## config.mk

```make
export PLATFORM = sky130hd
export DESIGN_NAME = simeck_keyctl
export DESIGN_NICKNAME = d
export VERILOG_FILES = /design/src/rtl/simeck_pkg.sv /design/src/rtl/simeck_zlfsr.sv /design/src/rtl/simeck_keyctl.sv
export SDC_FILE = /design/constraint.sdc
export NUM_CORES = 1
export LEC_CHECK = 0
export ABC_AREA = 1
export BUFFER_PORTS_ARGS = -buffer_cell sky130_fd_sc_hd__buf_2
export CORE_MARGIN = 2
export CORE_UTILIZATION = 52
export DETAILED_ROUTE_END_ITERATION = 6
export PLACE_DENSITY_LB_ADDON = 0.2
export SLEW_MARGIN = 30
export SYNTH_ARGS = -nofsm -noshare
export SYNTH_HDL_FRONTEND = slang
export SYNTH_SLANG_ARGS = --single-unit
```

## constraint.sdc

```tcl
create_clock -name clk -period 2.1 [get_ports clk]
set_clock_uncertainty 0.1 [all_clocks]
set_input_delay 0.315 -clock clk [delete_from_list [all_inputs] [get_ports clk]]
set_output_delay 0.315 -clock clk [all_outputs]
set_load 0.02 [all_outputs]
```

## src/rtl/simeck_pkg.sv

```systemverilog
// Shared definitions for the Simeck key-schedule controller: FSM encoding,
// z-sequence LFSR seeds/taps and round counts per Simeck variant.
package simeck_pkg;

    typedef enum logic [1:0] {
        ST_IDLE = 2'd0,
        ST_LOAD = 2'd1,
        ST_RUN  = 2'd2,
        ST_DONE = 2'd3
    } kst_t;

    // z0: z[i+5] = z[i+2] ^ z[i];  z1: z[i+6] = z[i+1] ^ z[i]
    localparam int         Z0_LEN  = 5;
    localparam logic [4:0] Z0_INIT = 5'b11111;
    localparam int         Z0_TAP  = 2;
    localparam int         Z1_LEN  = 6;
    localparam logic [5:0] Z1_INIT = 6'b111111;
    localparam int         Z1_TAP  = 1;

    localparam int ROUNDS_SIMECK32 = 32;
    localparam int ROUNDS_SIMECK48 = 36;
    localparam int ROUNDS_SIMECK64 = 44;

endpackage

```

## src/rtl/simeck_zlfsr.sv

```systemverilog
// Round-constant bit generator: z0 (ZSEL=0) or z1 (ZSEL=1) sequence, LSB is the
// current z bit; init reloads the seed, step advances one bit.
module simeck_zlfsr
    import simeck_pkg::*;
#(
    parameter int ZSEL = 0
) (
    input  logic clk,
    input  logic reset,
    input  logic init,
    input  logic step,
    output logic z
);

    localparam int            LW   = (ZSEL != 0) ? Z1_LEN : Z0_LEN;
    localparam logic [LW-1:0] SEED = (ZSEL != 0) ? LW'(Z1_INIT) : LW'(Z0_INIT);
    localparam int            TAP  = (ZSEL != 0) ? Z1_TAP : Z0_TAP;

    logic [LW-1:0] sreg;

    always_ff @(posedge clk or negedge reset) begin
        if (!reset)
            sreg <= SEED;
        else if (init)
            sreg <= SEED;
        else if (step)
            sreg <= {sreg[0] ^ sreg[TAP], sreg[LW-1:1]};
    end

    assign z = sreg[0];

endmodule

```

## src/rtl/simeck_keyctl.sv

```systemverilog
// Simeck key-schedule controller: loads 4 key words, then drives ROUNDS round
// constants. Optional abort input enabled by macro SIMECK_KEYCTL_ABORT_EN.
module simeck_keyctl
    import simeck_pkg::*;
#(
    parameter int DATAW  = 16,
    parameter int ROUNDS = ROUNDS_SIMECK32,
    parameter int ZSEL   = 0
) (
    input  logic               clk,
    input  logic               reset,
    input  logic               start,
`ifdef SIMECK_KEYCTL_ABORT_EN
    input  logic               abort,
`endif
    input  logic [4*DATAW-1:0] key_in,
    output logic [DATAW-1:0]   key_word,
    output logic               kctr,
    output logic [DATAW-1:0]   k,
    output logic               rk_valid,
    output logic [7:0]         rnd,
    output logic               busy,
    output logic               done
);

    localparam logic [DATAW-1:0] K_BASE   = {{(DATAW-2){1'b1}}, 2'b00};
    localparam logic [7:0]       LAST_RND = 8'(ROUNDS - 1);

    kst_t                   state, state_nx;
    logic [3:0][DATAW-1:0]  kbuf;
    logic [1:0]             lcnt;
    logic                   abort_req;
    logic                   lfsr_init, lfsr_step, z;

`ifdef SIMECK_KEYCTL_ABORT_EN
    assign abort_req = abort;
`else
    assign abort_req = 1'b0;
`endif

    simeck_zlfsr #(.ZSEL(ZSEL)) u_zlfsr (
        .clk   (clk),
        .reset (reset),
        .init  (lfsr_init),
        .step  (lfsr_step),
        .z     (z)
    );

    always_comb begin
        state_nx  = state;
        lfsr_init = 1'b0;
        lfsr_step = 1'b0;
        kctr      = 1'b0;
        key_word  = '0;
        k         = '0;
        rk_valid  = 1'b0;
        busy      = (state != ST_IDLE);
        done      = 1'b0;
        case (state)
            ST_IDLE: begin
                if (start) begin
                    state_nx  = ST_LOAD;
                    lfsr_init = 1'b1;
                end
            end
            ST_LOAD: begin
                kctr     = 1'b1;
                key_word = kbuf[lcnt];
                if (abort_req)
                    state_nx = ST_IDLE;
                else if (lcnt == 2'd3)
                    state_nx = ST_RUN;
            end
            ST_RUN: begin
                lfsr_step = 1'b1;
                rk_valid  = 1'b1;
                k         = K_BASE ^ DATAW'(z);
                if (abort_req)
                    state_nx = ST_IDLE;
                else if (rnd == LAST_RND)
                    state_nx = ST_DONE;
            end
            ST_DONE: begin
                done     = 1'b1;
                state_nx = ST_IDLE;
            end
            default: state_nx = ST_IDLE;
        endcase
    end

    always_ff @(posedge clk or negedge reset) begin
        if (!reset)
            state <= ST_IDLE;
        else
            state <= state_nx;
    end

    always_ff @(posedge clk or negedge reset) begin
        if (!reset) begin
            kbuf <= '0;
            lcnt <= '0;
            rnd  <= '0;
        end else begin
            if (state == ST_IDLE && start)
                kbuf <= key_in;
            lcnt <= (state == ST_LOAD) ? lcnt + 2'd1 : 2'd0;
            // rnd is left holding its final value after a completed run
            if ((state == ST_LOAD || state == ST_RUN) && abort_req)
                rnd <= '0;
            else if (state == ST_LOAD && lcnt == 2'd3)
                rnd <= '0;
            else if (state == ST_RUN && rnd != LAST_RND)
                rnd <= rnd + 8'd1;
        end
    end

endmodule

```

After elaboration in Yosys (flattened, before gate mapping):

Index checks and enable logic that the tools add are counted.

* add/subtract/negate cells: 2
* $lt $le $gt $ge: 1
* eq/ne operators: 9
* muxes and demuxes: 18
* bitwise logic cells: 1
* reduce and logical (&&, ||, !) cells: 8

Operators by type and width (number)
* $mux W16: 3
* $bmux W16 S2: 1
* $mux W8: 2
* $mux W5: 2
* $add A8 B1 Y8 const B: 1
* $eq A8 B5 Y1 const B: 1
* $mux W2: 4
* $ne A8 B5 Y1 const B: 1
* $pmux W2 S4: 1
* $eq A2 B2 Y1 const B: 3
* $reduce_bool A2 Y1: 3
* $mux W1: 5
* $ne A2 B2 Y1 const B: 2
* $logic_and A1 B1 Y1: 3
* $lt A2 B3 Y1 const B: 1
* $reduce_and A3 Y1: 1
* $add A2 B1 Y2 const B: 1
* $eq A2 B1 Y1 const B: 1
* $logic_not A2 Y1: 1
* $ne A2 B1 Y1 const B: 1
* $xor A1 B1 Y1: 1

* bits in registers: 81
* input port bits: 67

Depth between registers and ports, before layout:

Gate-level depths: netlist of the first run.

* depth in word-level cells: 4
* depth in mapped cells: 9
* depth with buffers taken out: 8

Modules after synthesis:

A second synthesis of the first run with hierarchy kept.

* cell total of the unflattened synthesis: 542
* area total of the unflattened synthesis: 4066.4 µm²

By module, submodules not included
* simeck_keyctl: times used 1, cells each 515, area an instance 3841.2 µm², sequential area each 1901.8 µm²
* simeck_zlfsr: times used 1, cells each 27, area an instance 225.2 µm², sequential area each 131.4 µm²

Least setup slack after synthesis of the first run:

No wires, ideal clock.

* kind: reg2out
* start point: register state[1]
* end point: output port key_word[10]
* arrival time: 1.628 ns
* setup slack: 0.057 ns
* stages on the path, launching flop included: 6
* buffers on the path: 1
* path through: dfrtp_1 > inv_1 > ha_1 > clkinv_1 > clkbuf_1 > a21oi_1

* cells in the longest elaborated chain, start to end: 2

RTL lines
* from (decl): RTL line simeck_keyctl.sv:29 `kst_t state, state_nx;`
* from (signal assigned): RTL line simeck_keyctl.sv:95 `state <= state_nx;`
* $eq A2 B1 Y1: RTL line simeck_keyctl.sv:59 `case (state)`
* $mux W16: RTL line simeck_keyctl.sv:59
* to (decl): RTL line simeck_keyctl.sv:17 `output logic [DATAW-1:0] key_word,`

No other way between the ends.

Worst setup path after layout of the first run:

* start point: register state[1]
* end point: output port key_word[8]

Same word-level chain as after synthesis.

==> results of run 1 <==
-- cell families after synthesis --
group	after synthesis	synth area share, %
and+or+nand+nor	136	13.8
DFF	81	50.5
muxes	64	17.9
AOI/OAI and AO/OA	57	7.49
buffers and inverters	54	7.58
adders and majority gates	7	2.18
xor gates and xnor gates	2	0.435
other	1	0.0932
-- state kept, by name (all words and copies together), names as in the netlist --
register      count
state             2
lcnt              2
kbuf             64
u_zlfsr.sreg      5
rnd               8
-- timing repair --
action / 4_1_cts / 5_1_grt
gates resized for setup: 8 / 8
hold buffers: 1 / 0
buffers inserted: 1 / 2
hold endpoints to repair: 16 / 0
pin swaps: 0 / 0
setup endpoints to repair: 32 / 32
-- worst paths after layout --
kind,from,to,slack [ns],cells past startpoint
min in group asynchronous,reset,rnd[2]$_DFFE_PN0P_,0.29,2
min,key_in[44],kbuf[44]$_DFFE_PN0P_,0.07,2
max reg2reg,state[0]$_DFFE_PN0P_,kbuf[1]$_DFFE_PN0P_,0.19,5
max in group asynchronous,reset,kbuf[39]$_DFFE_PN0P_,0.98,3
max,state[1]$_DFFE_PN0P_,key_word[8],0.08,6
min reg2reg,u_zlfsr.sreg[3]$_DFFE_PN1P_,u_zlfsr.sreg[3]$_DFFE_PN1P_,0.39,2
-- critical path, delay by kind of cell, from the launching register on --
family	cells	cell delay, ns
flip-flops	1	0.41
adder cells (fa/ha/maj)	1	0.16
AO/OA/AOI/OAI	1	0.14
buffers and inverters	4	0.55
-- power by group through the flow --
stage | registers, mW | logic (mW) | clock network (mW)
after floorplan | 2.80 | 2.87 | 0
after global routing | 2.96 | 4.22 | 1.31
after detailed placement | 2.86 | 3.72 | 0
after CTS | 2.84 | 3.80 | 1.23
after global placement | 2.81 | 3.65 | 0
final | 2.84 | 3.83 | 1.21
-- routing by layer --
layer,vias to the layer above,global-route usage (%),part of all wire (%)
li1,1507,-,-
met1,1491,29.7,46
met2,82,35.3,48
met3,10,3.70,4.7
met4,0,8.21,1.3
met5,-,0,0
-- stage by stage --
stage | instances | TNS [ns] | instance area [um2] | util [%] | hold WS [ns]
2_1_floorplan | 402 | 0 | 4030 | - | -0.0806
3_3_place_gp | 589 | 0 | 4580 | 60.2 | 0.135
3_5_place_dp | 589 | 0 | 4580 | 60.2 | 0.132
4_1_cts | 606 | 0 | 4850 | 63.7 | 0.0658
5_1_grt | 608 | -0.00409 | 4890 | 64.2 | 0.0695
6_report | 608 | 0 | 4890 | 64.2 | 0.0718
-- cell type report --
type | instances | share of cell area (%)
clock inverters | 5 | 1.66
clock buffers | 10 | 2.61
repair buffers | 125 | 14.8
multi-input cells | 267 | 35.2
inverters | 18 | 1.51
well taps | 102 | 2.61
flip-flops and latches | 81 | 41.6
-- layout by cell type (no fill, tap or decap), types with 2 or more instances in the layout --
cell type | netlist | routed
ha_4 | 0 | 2
o21ai_1 | 2 | 4
nand2_1 | 31 | 30
o211ai_1 | 3 | 3
dfstp_2 | 5 | 5
ha_1 | 7 | 5
nor2_1 | 82 | 82
dfrtp_1 | 76 | 75
buf_2 | 11 | 106
bufinv_16 | 0 | 2
nor3_1 | 3 | 3
nand3_1 | 14 | 14
mux2_2 | 63 | 63
o21ai_0 | 33 | 31
a21oi_2 | 1 | 2
inv_1 | 16 | 14
a21oi_1 | 16 | 15
xor2_1 | 2 | 2
buf_4 | 17 | 12
buf_12 | 0 | 3
buf_6 | 2 | 3
nand2_2 | 3 | 4
clkbuf_8 | 1 | 9
clkinvlp_4 | 0 | 2
==> results.sh, run 1 <==
export IMPL_critPathCaptureType="output pin"
export IMPL_synthCells=402
export IMPL_synth_edf_count=0
export IMPL_clock_root_buffer="clkbuf_8"
export IMPL_finalMaxSlewViolations=0
export IMPL_cts_tree="built"
export IMPL_fillCellCount=670
export IMPL_synth_area_um2=4030
export IMPL_yosysWarnings=0
export IMPL_setup_viol_count_final=0
export IMPL_synthArstFlopShare_pct=100
export IMPL_peakVddDrop_mv=0.748
export IMPL_crit_path_max_incr_delay_ns=0.41
export IMPL_nNetsFinal=576
export IMPL_fin_crit_ns=2.02
export IMPL_synth_most_common_cell="nor2_1"
export IMPL_wire_per_inst_um=14.4
export IMPL_status="finished clean"
export IMPL_worst_slack_ns=0.0755
export IMPL_viasPerCell=5.08
export IMPL_drt_iter0_drc=113
export IMPL_hp_class="primary input to flop"
export IMPL_gr_total_overflow=0
export IMPL_register_area_um2=2030
export IMPL_dpl_worst_slack_ns=0.280
export IMPL_fp_dieH_um=92.0
export IMPL_diodes=0
export IMPL_start_util_pct=52.9
export IMPL_fin_crit_sh_pct=96.4
export IMPL_ys_top_cells_by_area="dfrtp_1 (47%), mux2_2 (18%), nor2_1 (7.6%)"
export IMPL_cts_clk_slew_worst_paths_ns=0.08
export IMPL_crit_chain="inv_2 > ha_4 > clkinv_1 > buf_4 > a21oi_1 > buf_2"
export IMPL_cp_required_ns=1.68
export IMPL_power_switching_mw=3.16
export IMPL_synth_cell_types=30
export IMPL_clk_latency_ns=0.35
export IMPL_power_mw=7.88
export IMPL_die_area_um2=8460
export IMPL_arrival_ns=1.61
export IMPL_worstSetupStartpointType="flop"
export IMPL_cts_num_sinks=81
export IMPL_drcViolationCount=0
export IMPL_p_int_mw=4.72
export IMPL_p_clk_share_pct=15.3
export IMPL_path_max_fanout=18
export IMPL_routed_wl_um=8730
export IMPL_place_congestion=0.829
export IMPL_grt_pass1_vias=3080
export IMPL_drive_above_1_share_pct=43.9
export IMPL_synth_flop_cell="dfrtp_1"
export IMPL_grt_pass1_wl_um=14500
export IMPL_multi_input_area_um2=1720
export IMPL_coreArea_um2=7610
export IMPL_leakage_nw=2.41
export IMPL_crit_type="flop to output pin"
export IMPL_ys_seq_area_share_pct=50.5
export IMPL_fmax_mhz=494
export IMPL_drt_first_pass_iters=4
export IMPL_synth_commonest_cells="nor2_1 (82), dfrtp_1 (76), mux2_2 (63)"
export IMPL_grt_antenna_before_repair=0
export IMPL_p_seq_share_pct=36.1
export IMPL_cts_buffers=9
export IMPL_combPwrFrac_pct=48.6
export IMPL_yosysTopAreaCellShare_pct=47.2
export IMPL_swShare_pct=40.1
export IMPL_syn_area_per_cell_um2=10.0
export IMPL_cts_buffer_depth=2
export IMPL_num_rows=32
export IMPL_grt_max_degree=45
export IMPL_vias=3090
export IMPL_grt_use_total_pct=21.8
export IMPL_ios=111
export IMPL_rsz0062_at_grt="yes"
export IMPL_syn2layout_area_growth_pct=21.4
export IMPL_p_per_area_nw_per_um2=1610
export IMPL_io_buffers=109
export IMPL_htreeDepth=3
export IMPL_die_w_um=92.0
export IMPL_ant_nets=0
export IMPL_maxCapViolCount=0
export IMPL_hold_viol_final=0
export IMPL_place_hpwl_um=6400
export IMPL_cp_slowest_cell="dfrtp_1"
export IMPL_syn_num_nets=476
export IMPL_synth_area_leader_cell="dfrtp_1"
export IMPL_synth_ff_latch_count=81
Note: power is estimated with default switching activity, not from simulation.
==> inputs of run 2 (changes only) <==
Settings changed: BUFFER_PORTS_ARGS -buffer_cell sky130_fd_sc_hd__buf_2 to -buffer_cell sky130_fd_sc_hd__buf_4.
==> run 2 against run 1 <==
Critical path type unchanged. Sequential share of layout area down 2.0 points. Power increased by 3.2%. Fmax shrank 0.59%. Sequential power about the same. Wire length up 6.9%.
==> results.sh, run 2 (synthesis results as in run 1) <==
export IMPL_hp_class="primary input to flop"
export IMPL_crit_buf_inv=2
export IMPL_fmax_mhz=491
export IMPL_routed_wl_um=9330
export IMPL_grt_antenna_before_repair=0
export IMPL_cts_num_sinks=81
export IMPL_grt_pass1_wl_um=15400
export IMPL_reg2reg_slack_ns=0.20
export IMPL_syn2layout_area_growth_pct=27.4
export IMPL_drive_above_1_share_pct=43.8
export IMPL_crit_chain="buf_12 > nor2_1 > nor2_1 > o21ai_0 > a21oi_2 > buf_4"
export IMPL_place_hpwl_um=6500
export IMPL_die_area_um2=8460
export IMPL_power_mw=8.14
export IMPL_dp_cells=585
export IMPL_num_rows=32
export IMPL_reg_top3="kbuf (64), rnd (8), u_zlfsr.sreg (5)"
export IMPL_wire_per_inst_um=15.4
export IMPL_crit_type="flop to output pin"
export IMPL_power_switching_mw=3.24
export IMPL_drcViolationCount=0
export IMPL_p_int_mw=4.90
export IMPL_gr_total_overflow=0
export IMPL_cp_slowest_cell="dfrtp_2"
export IMPL_rsz0062_at_grt="yes"
export IMPL_clk_latency_ns=0.34
export IMPL_final_cells=606
export IMPL_vias=3143
export IMPL_grt_pass1_vias=3221
export IMPL_critPathCaptureType="output pin"
export IMPL_peakVddDrop_mv=0.837
export IMPL_cts_tree="built"
export IMPL_grt_use_total_pct=23.1
export IMPL_ios=111
export IMPL_cp_required_ns=1.68
export IMPL_p_per_area_nw_per_um2=1590
export IMPL_final_cell_mix="buf_4 (117), nor2_1 (82), dfrtp_1 (75)"
export IMPL_combPwrFrac_pct=50.5
export IMPL_fp_dieH_um=92.0
export IMPL_maxCapViolCount=0
export IMPL_drt_first_pass_iters=6
export IMPL_drt_iter0_drc=208
export IMPL_cts_buffer_depth=2
export IMPL_ant_nets=0
export IMPL_cp_top_family="flip-flops"
export IMPL_crit_path_max_incr_delay_ns=0.46
export IMPL_die_w_um=92.0
export IMPL_swShare_pct=39.9
export IMPL_hold_viol_final=0
export IMPL_cts_buffers=9
export IMPL_fin_crit_sh_pct=97.0
export IMPL_grt_max_degree=70
export IMPL_leakage_nw=2.47
export IMPL_coreArea_um2=7610
export IMPL_p_seq_share_pct=35.2
export IMPL_finalMaxSlewViolations=0
export IMPL_htreeDepth=3
export IMPL_tns_ns=0
export IMPL_start_util_pct=52.9
export IMPL_top_register="kbuf"
export IMPL_setup_viol_count_final=0
export IMPL_final_common_cell="buf_4"
export IMPL_worstSetupStartpointType="flop"
export IMPL_largest_reg_flops=64
export IMPL_clock_root_buffer="clkbuf_8"
export IMPL_arrival_ns=1.62
export IMPL_io_buffers=109
export IMPL_cts_clk_slew_worst_paths_ns=0.08
export IMPL_diodes=0
export IMPL_crit_top_cell="nor2_1"
export IMPL_p_clk_share_pct=14.4
export IMPL_place_congestion=0.835
export IMPL_nNetsFinal=573
export IMPL_viasPerCell=5.19
export IMPL_path_max_fanout=17
export IMPL_status="finished clean"
export IMPL_fin_crit_ns=2.04
-- run 2: area by class of cell --
cell class	instances	area (um2)
multi-input cells	267	1720
flip-flops and latches	81	2030
clock inverters	4	51.3
inverters	18	76.3
well taps	102	128
clock buffers	12	155
repair buffers	122	963
fillers	633	2480
-- run 2: per-stage QoR --
stage / cell area [um2] / setup slack, ns / util (%) / hold slack [ns]
3_3_place_gp: 4820 / 0.369 / 63.4 / 0.112
6_report: 5130 / 0.0635 / 67.4 / 0.0921
4_1_cts: 5060 / -0.0113 / 66.5 / 0.0826
5_1_grt: 5130 / -0.0507 / 67.4 / 0.0891
3_5_place_dp: 4820 / 0.263 / 63.4 / 0.114
2_1_floorplan: 4030 / 0.0568 / - / -0.0806
-- run 2: power by group through the flow --
| stage | sequential (mW) | clock [mW] | combinational (mW) |
|---|---|---|---|
| detailed placement | 2.87 | 0 | 3.96 |
| CTS | 2.85 | 1.19 | 4.02 |
| global placement | 2.83 | 0 | 3.85 |
| global route | 2.98 | 1.25 | 4.50 |
| finish | 2.86 | 1.17 | 4.11 |
| floorplan | 2.80 | 0 | 2.87 |
-- run 2: path summary, 6_finish.rpt --
path                                                     to  cells past startpoint                         from
worst max-delay path                            key_word[6]                      6            lcnt[0]$_DFF_PN0_
worst min-delay path                   kbuf[44]$_DFFE_PN0P_                      2                   key_in[44]
worst max register to register          kbuf[7]$_DFFE_PN0P_                      5         state[0]$_DFFE_PN0P_
worst min register to register  u_zlfsr.sreg[2]$_DFFE_PN1P_                      2  u_zlfsr.sreg[3]$_DFFE_PN1P_
max in group asynchronous              kbuf[47]$_DFFE_PN0P_                      3                        reset
min in group asynchronous                rnd[2]$_DFFE_PN0P_                      2                        reset
-- run 2: layer usage --
| metal | wire [um] | track usage, % |
|---|---|---|
| met5 | 0 | 0 |
| met1 | 4090 | 31.3 |
| met3 | 566 | 5.01 |
| met2 | 4490 | 36.6 |
| met4 | 179 | 8.96 |
-- run 2: timing repair --
item,in CTS,in global routing
pin swaps,0,0
setup buffers,0,4
endpoints found under the setup margin,31,31
endpoints found under the hold margin,15,0
gates resized for setup,6,10
cloned,0,0
hold buffers,1,0
==> inputs of run 3 (changes only) <==
Settings changed: HOLD_SLACK_MARGIN set to 0.1.
==> run 3 against run 2 <==
First-iteration DRC count increased by 3.4%. Sequential power about the same. Register-to-register slack improved by 0.02 ns. Die area unchanged. Wire length increased by 1.8%. Via count increased by 3.1%. Largest cell class unchanged. Utilization increased by 3.2 points. Clock power about the same. Setup slack got worse by 0.0098 ns. Final cell count increased by 4.0%.
==> results.sh, run 3 (synthesis results as in run 1) <==
export IMPL_num_rows=32
export IMPL_drt_first_pass_iters=4
export IMPL_fin_util_pct=70.6
export IMPL_p_int_mw=4.92
export IMPL_coreArea_um2=7610
export IMPL_final_cell_mix="buf_4 (117), nor2_1 (82), dfrtp_1 (75)"
export IMPL_crit_type="flop to output pin"
export IMPL_grt_use_total_pct=23.5
export IMPL_viasPerCell=5.15
export IMPL_crit_top_cell="nor2_1"
export IMPL_critPathCaptureType="output pin"
export IMPL_crit_buf_inv=2
export IMPL_vias=3242
export IMPL_worstSetupStartpointType="flop"
export IMPL_maxCapViolCount=0
export IMPL_cp_required_ns=1.68
export IMPL_setup_viol_count_final=0
export IMPL_die_w_um=92.0
export IMPL_grt_pass1_wl_um=15700
export IMPL_cts_buffers=9
export IMPL_combPwrFrac_pct=50.7
export IMPL_peakVddDrop_mv=0.951
export IMPL_place_hpwl_um=6500
export IMPL_status="finished clean"
export IMPL_top_register="kbuf"
export IMPL_power_mw=8.18
export IMPL_start_util_pct=52.9
export IMPL_final_common_cell="buf_4"
export IMPL_p_seq_share_pct=35.0
export IMPL_grt_max_degree=70
export IMPL_fin_crit_sh_pct=97.4
export IMPL_register_area_um2=2030
export IMPL_diodes=0
export IMPL_power_switching_mw=3.25
export IMPL_clock_root_buffer="clkbuf_8"
export IMPL_syn2layout_area_growth_pct=33.4
export IMPL_io_buffers=109
export IMPL_cp_top_family="flip-flops"
export IMPL_die_area_um2=8460
export IMPL_leakage_nw=2.57
export IMPL_fillCellCount=600
export IMPL_crit_path_max_incr_delay_ns=0.46
export IMPL_fin_crit_ns=2.05
export IMPL_cts_tree="built"
export IMPL_drcViolationCount=0
export IMPL_place_congestion=0.835
export IMPL_path_max_fanout=17
export IMPL_grt_pass1_vias=3343
export IMPL_finalMaxSlewViolations=0
export IMPL_ant_nets=0
export IMPL_htreeDepth=3
export IMPL_fmax_mhz=489
export IMPL_multi_input_area_um2=1720
export IMPL_p_clk_share_pct=14.3
export IMPL_reg_top3="kbuf (64), rnd (8), u_zlfsr.sreg (5)"
export IMPL_dp_cells=585
export IMPL_p_per_area_nw_per_um2=1520
export IMPL_largest_reg_flops=64
export IMPL_gr_total_overflow=0
export IMPL_cts_buffer_depth=2
export IMPL_fin_hold_ws_ns=0.109
export IMPL_swShare_pct=39.8
export IMPL_cts_clk_slew_worst_paths_ns=0.08
export IMPL_ios=111
export IMPL_routed_wl_um=9500
export IMPL_hp_class="primary input to flop"
export IMPL_grt_antenna_before_repair=0
export IMPL_fp_dieH_um=92.0
export IMPL_arrival_ns=1.63
export IMPL_hold_viol_final=0
export IMPL_final_cells=630
export IMPL_crit_chain="buf_12 > nor2_1 > nor2_1 > o21ai_0 > a21oi_2 > buf_4"
export IMPL_rsz0062_at_grt="yes"
export IMPL_drive_above_1_share_pct=41.9
export IMPL_nNetsFinal=597
export IMPL_cts_num_sinks=81
export IMPL_drt_iter0_drc=215
export IMPL_clk_latency_ns=0.34
export IMPL_wire_per_inst_um=15.1
export IMPL_cp_slowest_cell="dfrtp_2"
==> run 3: changes by cell type in the layout (fill, tap and decap cells not counted), sizes merged <==
cell,change
dlygate4sd3,+24
==> run 3: power by group through the flow <==
| stage | sequential (mW) | clock [mW] | combinational, mW |
|---|---|---|---|
| floorplan | 2.80 | 0 | 2.87 |
| global placement | 2.83 | 0 | 3.85 |
| detailed placement | 2.87 | 0 | 3.96 |
| CTS | 2.85 | 1.19 | 4.05 |
| global route | 2.98 | 1.25 | 4.54 |
| finish | 2.86 | 1.17 | 4.14 |
==> run 3: worst paths after layout <==
kind / startpoint / endpoint / slack [ns] / depth (start not counted)
max in group asynchronous: reset / kbuf[47]$_DFFE_PN0P_ / 0.96 / 3
hold reg to reg: u_zlfsr.sreg[3]$_DFFE_PN1P_ / u_zlfsr.sreg[2]$_DFFE_PN1P_ / 0.40 / 2
setup / recovery: lcnt[0]$_DFF_PN0_ / key_word[6] / 0.05 / 6
min in group asynchronous: reset / rnd[2]$_DFFE_PN0P_ / 0.28 / 2
setup reg to reg: state[0]$_DFFE_PN0P_ / kbuf[61]$_DFFE_PN0P_ / 0.22 / 5
hold / removal: key_in[42] / kbuf[42]$_DFFE_PN0P_ / 0.11 / 2
==> run 3: final cells by class <==
class	instances	share of cell area (%)
clock inverter	4	0.955
tap	102	2.38
multi-input combinational	267	32.1
inverter	18	1.42
timing repair buffer	146	22.4
sequential	81	37.9
clock buffer	12	2.89
==> run 3: stage by stage <==
step	cell area [um2]	setup WS (ns)	setup TNS, ns
final	5370	0.0537	0
after global routing	5370	-0.0506	-0.0858
after CTS	5300	-0.0113	-0.0209
after detailed placement	4820	0.263	0
after global placement	4820	0.369	0
after floorplan	4030	0.0568	0
==> run 3: repair_timing <==
item                                    CTS  global route
hold buffers                             25             0
resized for setup                         6            10
hold endpoints to repair                 73             0
endpoints found under the setup margin   31            31
setup buffers                             0             4
==> run 3: routing by layer <==
layer | GRT usage [%] | part of all wire [%]
met5 | 0 | 0
met4 | 9.08 | 1.8
met3 | 4.52 | 5.8
met2 | 37.9 | 49
met1 | 31.5 | 43
